<file path="config.mk">
export PLATFORM = sky130hd
export DESIGN_NAME = registrador_historico
export DESIGN_NICKNAME = d
export VERILOG_FILES = /design/src/rtl/registrador_historico_pkg.sv /design/src/rtl/registrador_n.sv /design/src/rtl/registrador_historico.sv
export SDC_FILE = /design/constraint.sdc
export NUM_CORES = 1
export LEC_CHECK = 0
export CAP_MARGIN = 0
export CORE_ASPECT_RATIO = 0.7
export CORE_MARGIN = 2
export CORE_UTILIZATION = 58
export DETAILED_ROUTE_END_ITERATION = 8
export PLACE_DENSITY = 0.88
export SETUP_SLACK_MARGIN = 0.5
export SKIP_CTS_REPAIR_TIMING = 1
export SLEW_MARGIN = 20
export SYNTH_ARGS = -nofsm -noshare
export SYNTH_HDL_FRONTEND = slang
export SYNTH_SLANG_ARGS = --single-unit
</file>
<file path="constraint.sdc">
create_clock -name clock -period 7.2 [get_ports clock]
set_input_delay 1.44 -clock clock [delete_from_list [all_inputs] [get_ports clock]]
set_output_delay 1.44 -clock clock [all_outputs]
set_load 0.03 [all_outputs]
</file>
<file path="src/rtl/registrador_historico_pkg.sv">
// rtl/registrador_historico_pkg.sv - derived widths shared by the history register and its entries
package registrador_historico_pkg;

    localparam int DEPTH_DEFAULT = 8;
    localparam int IDX_W         = $clog2(DEPTH_DEFAULT);
    localparam int CNT_W         = IDX_W + 1;

    function automatic int idx_w(input int depth);
        return (depth < 2) ? 1 : $clog2(depth);
    endfunction

    function automatic int cnt_w(input int depth);
        return idx_w(depth) + 1;
    endfunction

    // Running sum must hold DEPTH full-scale samples without overflow.
    function automatic int sum_w(input int width, input int depth);
        return width + idx_w(depth);
    endfunction

endpackage

</file>
<file path="src/rtl/registrador_n.sv">
// rtl/registrador_n.sv - WIDTH-bit storage register with synchronous reset, clear and enable
module registrador_n #(
    parameter int WIDTH = 8
) (
    input  logic             clock,
    input  logic             reset,
    input  logic             clear,
    input  logic             enable,
    input  logic [WIDTH-1:0] d,
    output logic [WIDTH-1:0] q
);

    logic [WIDTH-1:0] q_q;
    logic [WIDTH-1:0] q_d;

    always_comb begin
        q_d = q_q;
        if (clear) begin
            q_d = '0;
        end else if (enable) begin
            q_d = d;
        end
    end

    always_ff @(posedge clock) begin
        if (reset) begin
            q_q <= '0;
        end else begin
            q_q <= q_d;
        end
    end

    assign q = q_q;

endmodule

</file>
<file path="src/rtl/registrador_historico.sv">
// rtl/registrador_historico.sv - circular sample history with age-indexed readback
// Optional running average compiled in with REGISTRADOR_HISTORICO_AVG_EN.
module registrador_historico
    import registrador_historico_pkg::*;
#(
    parameter int WIDTH = 8,
    parameter int DEPTH = 8
) (
    input  logic                      clock,
    input  logic                      reset,
    input  logic                      clear,
    input  logic                      enable,
    input  logic [WIDTH-1:0]          D,
    input  logic [idx_w(DEPTH)-1:0]   rd_idx,
    output logic [WIDTH-1:0]          Q,
    output logic [WIDTH-1:0]          rd_data,
    output logic [cnt_w(DEPTH)-1:0]   count,
    output logic                      full,
    output logic [WIDTH-1:0]          avg,
    output logic                      avg_valid
);

    localparam int IDX_BITS = idx_w(DEPTH);
    localparam int CNT_BITS = cnt_w(DEPTH);
    localparam logic [CNT_BITS-1:0] DEPTH_CNT = CNT_BITS'(DEPTH);

    logic [IDX_BITS-1:0] wr_ptr_q, wr_ptr_d;
    logic [CNT_BITS-1:0] count_q, count_d;
    logic [WIDTH-1:0]    q_q, q_d;
    logic                wr_en;
    logic                full_w;
    logic [DEPTH-1:0]    entry_we;
    logic [IDX_BITS-1:0] rd_ptr;
    logic [WIDTH-1:0]    entry [DEPTH];

    // Clear beats a simultaneous write; reset is applied inside each flop.
    always_comb begin
        wr_en  = enable & ~clear;
        full_w = (count_q == DEPTH_CNT);
        for (int i = 0; i < DEPTH; i++) begin
            entry_we[i] = wr_en && (wr_ptr_q == IDX_BITS'(i));
        end
    end

    always_comb begin
        wr_ptr_d = wr_ptr_q;
        count_d  = count_q;
        q_d      = q_q;
        if (clear) begin
            wr_ptr_d = '0;
            count_d  = '0;
            q_d      = '0;
        end else if (enable) begin
            wr_ptr_d = wr_ptr_q + IDX_BITS'(1);
            q_d      = D;
            if (!full_w) begin
                count_d = count_q + CNT_BITS'(1);
            end
        end
    end

    always_ff @(posedge clock) begin
        if (reset) begin
            wr_ptr_q <= '0;
            count_q  <= '0;
            q_q      <= '0;
        end else begin
            wr_ptr_q <= wr_ptr_d;
            count_q  <= count_d;
            q_q      <= q_d;
        end
    end

    for (genvar g = 0; g < DEPTH; g++) begin : g_entry
        registrador_n #(
            .WIDTH (WIDTH)
        ) u_entry (
            .clock  (clock),
            .reset  (reset),
            .clear  (clear),
            .enable (entry_we[g]),
            .d      (D),
            .q      (entry[g])
        );
    end

    // Age 0 sits just behind the write pointer; ages not yet written read as zero.
    always_comb begin
        rd_ptr  = wr_ptr_q - IDX_BITS'(1) - rd_idx;
        rd_data = ({1'b0, rd_idx} < count_q) ? entry[rd_ptr] : '0;
    end

    assign Q     = q_q;
    assign count = count_q;
    assign full  = full_w;

`ifdef REGISTRADOR_HISTORICO_AVG_EN
    localparam int SUM_BITS = sum_w(WIDTH, DEPTH);

    logic [SUM_BITS-1:0] sum_q, sum_d;
    logic [SUM_BITS-1:0] evict;
    logic [WIDTH-1:0]    avg_q, avg_d;

    // When full, the slot about to be overwritten holds the oldest sample.
    always_comb begin
        evict = full_w ? SUM_BITS'(entry[wr_ptr_q]) : '0;
        sum_d = sum_q;
        avg_d = avg_q;
        if (clear) begin
            sum_d = '0;
            avg_d = '0;
        end else if (enable) begin
            sum_d = sum_q + SUM_BITS'(D) - evict;
            avg_d = sum_d[SUM_BITS-1:IDX_BITS];
        end
    end

    always_ff @(posedge clock) begin
        if (reset) begin
            sum_q <= '0;
            avg_q <= '0;
        end else begin
            sum_q <= sum_d;
            avg_q <= avg_d;
        end
    end

    assign avg       = avg_q;
    assign avg_valid = full_w;
`else
    assign avg       = '0;
    assign avg_valid = 1'b0;
`endif

endmodule

</file>
Word-level counts from Yosys, hierarchy flattened --
Cells that the tools add are included.
Storage, ports and cells: bits in registers 79, logic and storage cells 44
Cells by class: eq/ne operators 8, magnitude comparators 2, bitwise operators 4, reduce and logical (&&, ||, !) cells 11, add/subtract/negate cells 4, muxes and demuxes 4
Operators with widths (number):
- $bmux 8 s3 | 1
- $mux 8 | 3
- $eq 3x3->1 const B | 4
- $logic_and 1x1->1 | 8
- $eq 3x2->1 const B | 2
- $add 4x1->4 const B | 1
- $eq 4x4->1 const B | 1
- $ge 4x4->1 const B | 1
- $lt 3x4->1 | 1
- $not 3->4 | 1
- $add 3x1->3 const B | 1
- $eq 3x1->1 const B | 1
- $logic_not 3->1 | 1
- $sub 3x1->3 const B | 1
- $sub 3x3->3 | 1
- $not 1->1 | 2
- $reduce_and 2->1 | 1
- $reduce_or 2->1 | 1
- $and 1x1->1 | 1

Longest topological paths before layout --
Gate-level depths: netlist (run 1).
depth in word-level cells 7, gate-level depth with buffers 8, mapped depth without buffers 7

Modules after synthesis --
Synthesis (run 1) repeated with hierarchy kept, for this count alone.
Second synthesis, totals: cells, all modules 357, area total of the unflattened synthesis 3841.2 µm²
By module, submodules not included:
- registrador_n | cells each 27, area each 295.3 µm², instances 8, sequential area each 160.2 µm²
- registrador_historico | cells each 141, area each 1478.9 µm², instances 1, sequential area each 300.3 µm²

Least setup slack after synthesis (run 1) --
Ideal clock, no wire load.
kind input -> output, from in rd_idx[0], to out rd_data[1], arrival 3256 ps, stages 8, data required time 5760 ps, path buffers 2, slack 2504 ps, cell sequence inv_1 ha_1 fa_1 buf_6 buf_6 mux4_2 mux2i_1 a21oi_1
Between the ends: longest elaborated chain between the ends 6, elaborated cells on any way between the ends 7, classes of those cells add/sub (1); order compare (1); mux (4); bitwise (1)
RTL lines:
- start, declared | line registrador_historico.sv:14 | input logic [idx_w(DEPTH)-1:0] rd_idx,
- $sub 3x3->3 | line registrador_historico.sv:89 | rd_ptr = wr_ptr_q - IDX_BITS'(1) - rd_idx;
- $not 3->4 (not written as such) | line registrador_historico.sv:90 | rd_data = ({1'b0, rd_idx} < count_q) ? entry[rd_ptr] : '0;
- $bmux 8 s3 | line registrador_historico.sv:90
- $mux 8 (not written as such) (2 in a row) | line registrador_historico.sv:90
- $mux 8 * | line registrador_historico.sv:90
- end, declared | line registrador_historico.sv:16 | output logic [WIDTH-1:0] rd_data,
Mark *: on every way between the ends. The rest lies on a longest branch, timed or not. The select of a mux whose other input is x is not followed.

Final worst setup path (run 1) --
Same ends and word-level chain as after synthesis.

==> flow_summary.ini, run 1 <==
[yosys]
ys_ff_latch = 79
seq_area_frac_synth_pct = 42.66
synth_top_area_share_pct = 42.66
yosysMostFrequentCell = nand2_1
syn_area_per_cell_sq_um = 8.703
synthFlopType = dfxtp_1
yosys_warnings = 0
synth-edff-count = 0
synth.area.top_cells = dfxtp_1, nand2_1, a21oi_1
yosys-top-cells-count = nand2_1, dfxtp_1, a21oi_1, nand3_1, nor2_1
async_flop_share_pct = 0
synth.largest_area_cell = dfxtp_1
synthesis.area_sq_mm = 0.003707
netlist_instances = 426
yosysUniqueCellTypes = 30

[global_route]
met2_usage_pct = 47.52
antenna_found_initial = 0
grtUsageMet3_pct = 7.708
grt_pass1_vias = 3201
grt_max_degree = 80
gr-usage-all-layers_pct = 29.87
grt_pass1_wl_um = 15950
grt_overflow = 0
grt.busiest_layer = met2
grt.met1_usage_pct = 37.98

[timing]
period_share_pct = 84.92
fmax_mhz = 163.6
hold_violations = 0
tightest_slew_ns = 0.9991
rsz0062_at_grt = false
finalSetupViolCount = 0
timing.hold.ws_ns = 0.4622
fin_skew_ns = 0.006814
min_period_ns = 6.114
setup_tns_ns = 0
max-slew-margin-rel_pct = 33.19
final_max_slew_viol_count = 0

[clocking]
htree_levels = 3
cts-root-buf = clkbuf_8
clock_latency_ns = 0.36
clk_pin_slew_ns = 0.08
cts_buffers = 9
ctsLongestPathBuffers = 2
cts.sinks = 79
cts_tree = done

[die]
io_pins = 45
core_sq_mm = 0.006216
die_w_um = 99.56
dieArea_sq_mm = 0.007057
die_h_um = 70.89
start_util_pct = 59.64
std_cell_rows = 24

[power_and_ir_drop]
power_leakage_nw = 1.436
ir_worst_vdd_mv = 0.1466
powerDensity_mw_per_mm2 = 218.8

[detailed_routing]
num_vias = 3282
ant_nets = 0
dr.pass1.iters = 5
drc_errors = 0
wl_per_cell_um = 18.84
drt_iter0_markers = 429
wl_um = 9967
viasPerCell = 6.204

[setup_path]
cp.depth = 8
startpoint_type = input pin
crit_buf_inv = 3
crit_type = input pin to primary output
path_common_cell = clkdlybuf4s50_1
slowest_stage = fa_1
r2r-start = wr_ptr_q[0]
cp.required_ns = 5.76
critPathMaxStageDelay_ns = 1.02
worstPathCellList = clkdlybuf4s50_1 -> inv_1 -> ha_1 -> fa_1 -> mux4_2 -> mux2i_1 -> a21oi_1 -> clkdlybuf4s50_1
crit_family = adder cells
worstReg2RegEnd = g_entry[7].u_entry.q[1]
cp_data_arrival_time_ns = 4.67
endpoint_kind = primary output
path_max_fanout = 15
reg2reg_depth = 5
r2r_slack_ns = 5.28

[final_layout]
nFillCells = 424
design_area_sq_mm = 0.004234
drive_gt1_share_pct = 8.869
multiInputGateArea_sq_mm = 0.001914
diodes = 0
fin_cells = 529
seq_area_sq_mm = 0.001582
area_growth_pct = 14.21
finalNetCount = 474

[placement]
placed_cell_area_sq_mm = 0.004000
gp_congestion = 0.9247
place_hpwl_um = 6553
place_inst = 514
numPortBuffers = 35

[hold_path]
hold_end = g_entry[3].u_entry.q[3]
hp-class = register to register
holdPathStages = 2
hp-start = g_entry[3].u_entry.q[3]

[flow_run]
max_cap_violations = 0

[status]
outcome = finished, final reports clean
## stage by stage
stage               total power, mW  util, %  setup slack [ns]
floorplan                    0.5232        -             2.504
global placement             0.5380    64.35             1.189
detailed placement           0.5401    64.35             1.082
CTS                          0.9250    68.12             1.086
global route                 0.9476    68.12            0.9626
finish                       0.9264    68.12             1.086
## cell usage in the layout (no fill, tap or decap), types with 2 or more instances in the layout
cell type | netlist | final
mux4_2 | 16 | 16
bufinv_16 | 0 | 3
nand2b_1 | 5 | 5
nor2b_1 | 4 | 4
nand3_1 | 19 | 19
nor2_2 | 3 | 3
mux2i_1 | 18 | 18
a21oi_1 | 72 | 72
inv_1 | 7 | 7
ha_1 | 11 | 11
clkdlybuf4s50_1 | 0 | 35
conb_1 | 1 | 9
nor2_1 | 19 | 19
xnor2_1 | 4 | 4
nand2_1 | 119 | 119
buf_4 | 9 | 3
a21o_1 | 2 | 2
clkbuf_8 | 0 | 9
dfxtp_1 | 79 | 79
## worst max-delay path by stage
stage | end | startpoint | slack, ns
3_3_place_gp | rd_data[5] | rd_idx[0] | 1.19
3_5_place_dp | rd_data[1] | rd_idx[0] | 1.08
6_report | rd_data[1] | rd_idx[0] | 1.09
2_1_floorplan | rd_data[1] | rd_idx[0] | 2.50
5_1_grt | rd_data[1] | rd_idx[0] | 0.96
4_1_cts | rd_data[1] | rd_idx[0] | 1.09
## registers in the layout, indices dropped and copies added (netlist names)
name and cells:
Q 8, count 4, g_entry.u_entry.q 64, wr_ptr_q 3
## worst reg2reg max path, cell delays in order, from the launching register on
cell and delay [ns]:
dfxtp_1 0.47, ha_1 0.22, ha_1 0.47, nand2_1 0.36, nand2_1 0.18, a21oi_1 0.07
## routing by layer
metal | part of all wire, % | wire length, um
met5 | 0 | 0
met4 | 4.3 | 432
met3 | 13 | 1335
met2 | 46 | 4568
met1 | 36 | 3631
## report_power, final
group          switching [mW]  total, mW  internal (mW)
Sequential            0.00363      0.444          0.440
Clock                   0.164      0.394          0.230
Combinational          0.0556     0.0886         0.0329
Total                   0.223      0.926          0.703
## logic make-up (layout without fill, tap and decap cells)
group	count (synthesis)	in the layout	synth area share (%)
AO/OA/AOI/OAI	77	77	10.66
XOR/XNOR	6	6	2.126
adder cells (fa/ha/maj)	12	12	4.252
buffers and inverters	45	62	6.513
flip-flops	79	79	42.66
multiplexers	34	34	14.58
other	1	9	0.1012
AND/OR/NAND/NOR	172	172	19.10
## final cells by class
cell class | count | area share [%]
timing repair buffer | 38 | 8.806
clock buffer | 10 | 3.014
multi-input combinational | 310 | 45.21
tap | 78 | 2.305
clock inverter | 5 | 2.512
inverter | 9 | 0.7979
sequential | 79 | 37.35
(Power assumes the default switching activity.)
==> run 2: changes to the inputs <==
CORE_UTILIZATION = 55   (was 58)
PLACE_DENSITY = 0.84   (was 0.88)
clock period = 6.37 ns   (was 7.2 ns; I/O delays follow)
==> run 2 against run 1 <==
Against the previous run: die area increased by 5.2%; critical path depth unchanged; sequential power increased by 13%; via count decreased by 6.7%; utilization decreased by 2.1 points; design area decreased by 0.77%; total power increased by 3.8%; register-to-register slack got worse by 0.63 ns; hold slack improved by 0.00057 ns; largest cell class unchanged; largest power group unchanged.
==> flow_summary.ini, run 2 (same netlist as run 1, synthesis figures left out) <==
[timing]
finalSetupViolCount = 0
min_period_ns = 5.697
hold_violations = 0
rsz0062_at_grt = false
final_max_slew_viol_count = 0
tightest_slew_ns = 0.9694
max-slew-margin-rel_pct = 35.17
period_share_pct = 89.44
fin_skew_ns = 0.006105
timing.hold.ws_ns = 0.4628
fmax_mhz = 175.5
setup_tns_ns = 0

[final_layout]
diodes = 0
area_growth_pct = 13.33
layout_commonest_cell = nand2_1
layout_common_cells = nand2_1, dfxtp_1, a21oi_1
nFillCells = 536
largest_reg_flops = 64
drive_gt1_share_pct = 8.869
finalNetCount = 473
fin_cells = 542

[die]
start_util_pct = 58.24
std_cell_rows = 24
io_pins = 45
dieArea_sq_mm = 0.007424
die_h_um = 72.69
die_w_um = 102.1
core_sq_mm = 0.006366

[global_route]
grt_pass1_vias = 2910
grt_pass1_wl_um = 15010
gr-usage-all-layers_pct = 27.09
antenna_found_initial = 0
grt_max_degree = 80
grt_overflow = 0

[clocking]
cts_tree = done
cts-root-buf = clkbuf_8
clock_latency_ns = 0.35
clk_pin_slew_ns = 0.07
htree_levels = 3
cts_buffers = 9
cts.sinks = 79
ctsLongestPathBuffers = 2

[placement]
place_hpwl_um = 6593
place_inst = 526
numPortBuffers = 35
gp_congestion = 0.9380

[power_and_ir_drop]
clkPwrFrac_pct = 37.6
total_power_mw = 0.9617
power_switching_mw = 0.2460
power.internal_mw = 0.7157
ir_worst_vdd_mv = 0.1390
p_sw_share_pct = 25.58
power_leakage_nw = 1.408
powerDensity_mw_per_mm2 = 228.9
p_seq_share_pct = 52.2
comb_power_share_pct = 10.2

[flow_run]
max_cap_violations = 0

[setup_path]
crit_family = adder cells
worstPathCellList = clkdlybuf4s50_1 -> inv_1 -> ha_1 -> fa_1 -> mux4_2 -> mux2i_1 -> a21oi_1 -> clkdlybuf4s50_1
path_max_fanout = 13
startpoint_type = input pin
endpoint_kind = primary output
cp_data_arrival_time_ns = 4.42
cp.required_ns = 5.10
crit_buf_inv = 3
slowest_stage = fa_1
crit_type = input pin to primary output
path_common_cell = clkdlybuf4s50_1
critPathMaxStageDelay_ns = 0.96

[hold_path]
hp-class = register to register

[detailed_routing]
wl_um = 9295
drt_iter0_markers = 278
ant_nets = 0
wl_per_cell_um = 17.15
viasPerCell = 5.649
dr.pass1.iters = 5
drc_errors = 0
num_vias = 3062

[status]
outcome = finished, final reports clean
==> run 2: metrics by stage <==
step / util (%) / cell area (sq um) / setup WS [ns]
2_1_floorplan: - / 3737 / 2.006
3_3_place_gp: 62.97 / 4009 / 0.7793
3_5_place_dp: 62.97 / 4009 / 0.6644
4_1_cts: 65.96 / 4199 / 0.6563
5_1_grt: 66.00 / 4202 / 0.5399
6_report: 66.00 / 4202 / 0.6725
==> run 2: path summary, 6_finish.rpt <==
path / start / endpoint / slack, ns / depth (start not counted)
min: g_entry[6].u_entry.q[3] / g_entry[6].u_entry.q[3] / 0.46 / 2
max reg2reg: wr_ptr_q[1] / g_entry[3].u_entry.q[2] / 4.65 / 5
min reg2reg: g_entry[6].u_entry.q[3] / g_entry[6].u_entry.q[3] / 0.46 / 2
max: rd_idx[0] / rd_data[6] / 0.67 / 8
==> run 2: metal layers <==
| metal | up-vias | part of all wire [%] | global-route usage [%] |
|---|---|---|---|
| met1 | 1407 | 44 | 38.39 |
| li1 | 1454 | - | - |
| met4 | 0 | 2.7 | 10.52 |
| met2 | 171 | 43 | 39.11 |
| met3 | 30 | 11 | 8.142 |
| met5 | - | 0 | 0 |
==> run 2: layout make-up <==
type | instances | area, sq um | area share [%]
multi-input combinational | 310 | 1917 | 45.62
sequential | 79 | 1582 | 37.64
timing repair buffer | 37 | 365.4 | 8.696
clock buffer | 11 | 131.4 | 3.127
tap | 91 | 113.9 | 2.710
clock inverter | 5 | 58.81 | 1.400
inverter | 9 | 33.78 | 0.8040
==> run 2: tightest hold or removal path: cells and delay by family, from the launching register on <==
family | cells | cell delay, ns
flops | 1 | 0.31
simple gates | 1 | 0.05
compound gates | 1 | 0.05
==> run 2: power by group through the flow <==
stage                     sequential [mW]  clock (mW)  combinational [mW]
after global routing                0.503       0.386               0.105
final                               0.502       0.362              0.0980
after detailed placement            0.513           0              0.0963
after global placement              0.513           0              0.0946
after CTS                           0.502       0.367              0.0967
after floorplan                     0.516           0              0.0752
==> run 3: changes to the inputs <==
ABC_CLOCK_PERIOD_IN_PS = 6370   (was unset)
==> results of run 3 <==
Final layout, timing and power as in run 2 (identical DEF).
